[config.mk]
export PLATFORM = sky130hd
export DESIGN_NAME = pool_multi
export DESIGN_NICKNAME = d
export VERILOG_FILES = /design/src/rtl/pool_multi.sv
export SDC_FILE = /design/constraint.sdc
export NUM_CORES = 2
export LEC_CHECK = 0
export ABC_AREA = 1
export CORE_ASPECT_RATIO = 1.2
export CORE_MARGIN = 1
export CORE_UTILIZATION = 50
export CTS_CLUSTER_DIAMETER = 30
export DETAILED_ROUTE_END_ITERATION = 10
export DONT_BUFFER_PORTS = 1
export HOLD_SLACK_MARGIN = 0.1
export PLACE_DENSITY = 0.73
export SETUP_SLACK_MARGIN = 0.3
export SLEW_MARGIN = 30
export SYNTH_ARGS = -nofsm -noshare
export SYNTH_HDL_FRONTEND = slang
export SYNTH_SLANG_ARGS = --single-unit
[constraint.sdc]
create_clock -name clk -period 20.3 [get_ports clk]
set_input_delay 5.075 -clock clk [delete_from_list [all_inputs] [get_ports clk]]
set_output_delay 5.075 -clock clk [all_outputs]
set_load 0.01 [all_outputs]
[src/rtl/pool_multi.sv]
// Streaming spatial pooler for renkon feature maps.
// Consumes one map in raster order and emits pooled pixels in raster order.
// Window is 2x2 or 4x4 with stride equal to the window; reduction is max or average.
// Per-column partial results live in a column buffer, so no full line buffer is needed.
//
// Stream semantics: there is no backpressure. A pixel transfers on any cycle with
// in_valid high while a frame is running and start is low. out_valid marks a one-cycle
// pooled result; pixel_out holds its last value between results.
module pool_multi #(
   parameter int DWIDTH   = 16,
   parameter int LWIDTH   = 10,
   parameter int PLOG_MAX = 2,
   parameter int MAXW     = 256
) (
   input  logic                     clk,
   input  logic                     xrst,
   input  logic                     start,
   input  logic                     mode,
   input  logic [1:0]               psize_log,
   input  logic [LWIDTH-1:0]        img_w,
   input  logic [LWIDTH-1:0]        img_h,
   input  logic                     in_valid,
   input  logic signed [DWIDTH-1:0] pixel_in,
   output logic                     out_valid,
   output logic signed [DWIDTH-1:0] pixel_out,
   output logic                     busy,
   output logic                     done,
   output logic [1:0]               state_dbg
);

   localparam int AW     = DWIDTH + 2 * PLOG_MAX;
   localparam int CDEPTH = MAXW / 2;
   localparam int CIW    = $clog2(CDEPTH);

   typedef enum logic [1:0] {
      S_IDLE  = 2'd0,
      S_RUN   = 2'd1,
      S_FLUSH = 2'd2
   } state_t;

   state_t state;
   assign state_dbg = state;

   // Frame configuration, captured on start
   logic              cfg_mode;
   logic [1:0]        cfg_ps;
   logic [LWIDTH-1:0] cfg_w;
   logic [LWIDTH-1:0] cfg_h;

   logic [LWIDTH-1:0] x_cnt;
   logic [LWIDTH-1:0] y_cnt;
   logic signed [AW-1:0] hacc;
   logic              flush_cnt;

   // Stage 1: a completed window row waiting to merge into the column buffer
   logic              s1_valid;
   logic              s1_first_row;
   logic              s1_last_row;
   logic [CIW-1:0]    s1_wx;
   logic signed [AW-1:0] s1_hacc;

   logic signed [AW-1:0] colbuf [CDEPTH];

   function automatic logic signed [AW-1:0] combine(input logic m,
                                                    input logic signed [AW-1:0] a,
                                                    input logic signed [AW-1:0] b);
      if (m) return a + b;
      else   return (a > b) ? a : b;
   endfunction

   logic [LWIDTH-1:0]    win_mask;
   logic [LWIDTH-1:0]    lim_x;
   logic [LWIDTH-1:0]    lim_y;
   logic [LWIDTH-1:0]    x_phase;
   logic [LWIDTH-1:0]    y_phase;
   logic                 accept;
   logic                 in_win;
   logic                 last_px;
   logic signed [AW-1:0] pix_ext;
   logic signed [AW-1:0] hacc_next;
   logic signed [AW-1:0] col_old;
   logic signed [AW-1:0] col_new;
   logic signed [AW-1:0] avg_val;
   logic signed [DWIDTH-1:0] res_px;

   // Window geometry, horizontal combine and column merge datapath
   always_comb begin
      win_mask  = ~({LWIDTH{1'b1}} << cfg_ps);
      lim_x     = cfg_w & ~win_mask;
      lim_y     = cfg_h & ~win_mask;
      x_phase   = x_cnt & win_mask;
      y_phase   = y_cnt & win_mask;
      accept    = in_valid && (state == S_RUN) && !start;
      in_win    = (x_cnt < lim_x) && (y_cnt < lim_y);
      last_px   = (x_cnt == cfg_w - LWIDTH'(1)) && (y_cnt == cfg_h - LWIDTH'(1));
      pix_ext   = {{(AW-DWIDTH){pixel_in[DWIDTH-1]}}, pixel_in};
      hacc_next = (x_phase == '0) ? pix_ext : combine(cfg_mode, hacc, pix_ext);
      col_old   = colbuf[s1_wx];
      col_new   = s1_first_row ? s1_hacc : combine(cfg_mode, col_old, s1_hacc);
      avg_val   = col_new >>> {cfg_ps, 1'b0};
      res_px    = cfg_mode ? avg_val[DWIDTH-1:0] : col_new[DWIDTH-1:0];
   end

   // Column buffer write; first-row writes overwrite, so it never needs clearing
   always_ff @(posedge clk) begin
      if (s1_valid && !start) colbuf[s1_wx] <= col_new;
   end

   // Control FSM, counters and the two pipeline stages with registered outputs
   always_ff @(posedge clk or negedge xrst) begin
      if (!xrst) begin
         state        <= S_IDLE;
         cfg_mode     <= 1'b0;
         cfg_ps       <= 2'd0;
         cfg_w        <= '0;
         cfg_h        <= '0;
         x_cnt        <= '0;
         y_cnt        <= '0;
         hacc         <= '0;
         flush_cnt    <= 1'b0;
         s1_valid     <= 1'b0;
         s1_first_row <= 1'b0;
         s1_last_row  <= 1'b0;
         s1_wx        <= '0;
         s1_hacc      <= '0;
         out_valid    <= 1'b0;
         pixel_out    <= '0;
         busy         <= 1'b0;
         done         <= 1'b0;
      end else begin
         done <= 1'b0;
         if (start) begin
            // Abort whatever is in flight and begin a fresh frame
            cfg_mode  <= mode;
            cfg_ps    <= psize_log;
            cfg_w     <= img_w;
            cfg_h     <= img_h;
            x_cnt     <= '0;
            y_cnt     <= '0;
            hacc      <= '0;
            flush_cnt <= 1'b0;
            s1_valid  <= 1'b0;
            out_valid <= 1'b0;
            state     <= S_RUN;
            busy      <= 1'b1;
         end else begin
            s1_valid <= accept && in_win && (x_phase == win_mask);
            if (accept) begin
               hacc         <= hacc_next;
               s1_hacc      <= hacc_next;
               s1_first_row <= (y_phase == '0);
               s1_last_row  <= (y_phase == win_mask);
               s1_wx        <= CIW'(x_cnt >> cfg_ps);
               if (x_cnt == cfg_w - LWIDTH'(1)) begin
                  x_cnt <= '0;
                  y_cnt <= last_px ? '0 : y_cnt + LWIDTH'(1);
               end else begin
                  x_cnt <= x_cnt + LWIDTH'(1);
               end
            end
            out_valid <= s1_valid && s1_last_row;
            if (s1_valid && s1_last_row) pixel_out <= res_px;
            case (state)
               S_IDLE: ;
               S_RUN: begin
                  if (accept && last_px) begin
                     state     <= S_FLUSH;
                     flush_cnt <= 1'b0;
                  end
               end
               S_FLUSH: begin
                  if (!flush_cnt) begin
                     flush_cnt <= 1'b1;
                     done      <= 1'b1;
                  end else begin
                     state <= S_IDLE;
                     busy  <= 1'b0;
                  end
               end
               default: state <= S_IDLE;
            endcase
         end
      end
   end

endmodule

==> results_dict.tcl <==
set metrics [dict create \
    status "completed" \
    drt-total-wl_um 376900 \
    first_pass_iters 8 \
    cp_slowest_cell "buf_4" \
    wl_met3_um 43690 \
    grt_start_max_net_pins 156 \
    die-area_mm2 0.2318 \
    path_clk_slew_ps 50 \
    htree_levels 5 \
    drv_slew 0 \
    gr-total-overflow 0 \
    numCtsBuffers 434 \
    async_flop_share 0.04299 \
    hold_viol 0 \
    dieHeight_um 527.2 \
    post-route-drc-count 0 \
    cpMostUsedCell "nand2_1" \
    worst_pin_slew_ps 1110 \
    synth_ff_type "edfxtp_1" \
    rows 192 \
    io_pins 64 \
    worstHoldPathType "register to register" \
    antenna_found_initial 11 \
    seq_area_frac_synth 0.6939 \
    synth.distinct_cells 53 \
    drt-initial-drc-count 10900 \
    leakage_nw 52.75 \
    skew_ps 90.19 \
    grt_pass1_wl_um 543100 \
    netlist_instances 10960 \
    avgSynthCellArea_um2 10.49 \
    syn2layout_area_growth_pct 16.25 \
    syn_area_mm2 0.1149 \
    worstReg2RegStart "s1_wx[0]" \
    startpoint_type "register" \
    design.core.area_mm2 0.2282 \
    gp_congestion 0.9481 \
    final_cell_mix "nand2_1 (5507), edfxtp_1 (2560), a21oi_1 (543)" \
    yosys_warnings 0 \
    grt.total_usage 0.3208 \
    synth-edff-count 2560 \
    drive_gt1_frac 0.09546 \
    period_share 0.5353 \
    via_per_inst 5.864 \
    fp.dieW_um 439.7 \
    ctsHoldBuffers 0 \
    r2r_slack_ps 9430 \
    rsz0062_at_grt "no" \
    timing.fmax_mhz 92.02 \
    clkSinkCount 2675 \
    post-dp-hpwl_um 217500 \
    crit_path_end "pixel_out[9]" \
    setup_violations 0 \
    cts-root-buf "clkbuf_16" \
    clk_latency_ps 970 \
    dr_wl_met2_um 173200 \
    worst_ep_required_time_ps 21120 \
    grt_pass1_vias 81500 \
    final_common_cell "nand2_1" \
    met1Wirelength_um 132100 \
    vdd_ir_drop_max_mv 0.1294 \
    cts_resized 0 \
    path_depth 37 \
    detail-route-antenna-nets 0 \
    wl_per_cell_um 26.09 \
    fin_crit_ps 10870 \
    numPortBuffers 0 \
    synth_seq_cells 2675 \
    synth_nets 11110 \
    vias 84700 \
    cp_max_fo 155 \
    rr_worst_depth 37 \
    cts_setup_buffers 0 \
    maxCapViolCount 0 \
    power.density_mw_per_mm2 155.9 \
    path_class "register to register" \
    path_buf_inv 12 \
    cts_tree "built" \
    slew_headroom 0.2575 \
    cts_buffer_depth 4 \
    r2r_end "pixel_out[9]" \
    utilization 0.5854 \
    top_layer "met5" \
    arrival_ps 11690 \
    path_delay_family "buffers and inverters" \
    critical_path.startpoint "s1_wx[0]" \
    crit_path_end_kind "register" \
    critPathMaxStageDelay_ps 790 \
    start_util 0.5036 \
    tns_ps 0 \
    fin_nets 11210 \
]
per-stage QoR:
step | hold WS [ps] | setup WS, ps | area [um^2] | total power, mW | cells
detailed placement | 459.9 | 9886 | 118500 | 13.26 | 13620
CTS | 477.1 | 9786 | 133400 | 20.64 | 14430
finish | 479.0 | 9433 | 133600 | 20.83 | 14440
floorplan | 438.4 | 10890 | 114900 | 11.01 | 10960
global placement | 459.0 | 9585 | 118400 | 13.14 | 13620
global route | 518.2 | 9039 | 133600 | 21.39 | 14440
registers in the layout, indices dropped and copies added, names as in the netlist:
| name | flops |
|---|---|
| colbuf | 2560 |
| hacc | 20 |
| s1_hacc | 20 |
| pixel_out | 16 |
| cfg_h | 10 |
| cfg_w | 10 |
| x_cnt | 10 |
| y_cnt | 10 |
| s1_wx | 7 |
| cfg_ps | 2 |
| state_dbg | 2 |
| busy | 1 |
| cfg_mode | 1 |
| done | 1 |
| flush_cnt | 1 |
| out_valid | 1 |
| s1_first_row | 1 |
| s1_last_row | 1 |
| s1_valid | 1 |
metal layers:
| metal | up-vias | global-route usage |
|---|---|---|
| li1 | 37060 | - |
| met1 | 40640 | 0.4002 |
| met2 | 5779 | 0.5018 |
| met3 | 1210 | 0.06995 |
| met4 | 16 | 0.2161 |
| met5 | - | 0 |
how the worst min path moves through the flow:
stage / from / to / slack, ps / depth (start not counted)
after floorplan: flush_cnt / done / 440 / 1
after detailed placement: flush_cnt / done / 460 / 1
final: flush_cnt / done / 480 / 1
after global placement: flush_cnt / done / 460 / 1
after global routing: flush_cnt / done / 520 / 1
after CTS: flush_cnt / done / 480 / 1
cell families after synthesis:
logic type                 after synthesis  synth area share
AOI/OAI and AO/OA                     1019           0.04720
adders and majority gates              102           0.01123
buffers and inverters                  857           0.03421
DFF                                   2675            0.6939
xor gates and xnor gates                43          0.003277
and+or+nand+nor                       6264            0.2102
power breakdown:
group	internal, mW	leakage, nW	total, mW	switching, mW
Sequential	7.56	24.5	7.64	0.0855
Clock	4.71	7.14	7.44	2.73
Combinational	1.06	21.1	5.75	4.69
cell type report:
cell class	instances	area, um^2
clock inverter	317	3661
fill	17590	94610
sequential	2675	79760
inverter	322	1265
antenna	7	17.52
tap	3007	3762
clock buffer	487	11190
multi-input combinational	7428	32120
timing repair buffer	200	1827
cell usage after synthesis, types with 9 or more instances:
| library cell | number | area, um^2 |
|---|---|---|
| o22ai_1 | 11 | 68.82 |
| o211ai_1 | 10 | 75.07 |
| nor2_1 | 400 | 1501 |
| a22oi_1 | 50 | 375.4 |
| buf_1 | 29 | 108.9 |
| o2111ai_1 | 12 | 105.1 |
| buf_4 | 55 | 412.9 |
| edfxtp_1 | 2560 | 76870 |
| xor2_1 | 36 | 315.3 |
| clkbuf_1 | 157 | 589.3 |
| a21oi_1 | 543 | 2718 |
| nor4_1 | 9 | 56.30 |
| nand3_1 | 205 | 1026 |
| nand2_1 | 5509 | 20680 |
| ha_1 | 100 | 1251 |
| inv_1 | 309 | 1160 |
| nor3_1 | 24 | 120.1 |
| o21ai_0 | 242 | 1211 |
| buf_6 | 22 | 247.7 |
| inv_2 | 10 | 37.54 |
| buf_2 | 272 | 1361 |
| nand4_1 | 88 | 550.5 |
| o21ai_1 | 109 | 545.5 |
| dfrtp_1 | 115 | 2878 |
Power figures use the tool's default switching activity.
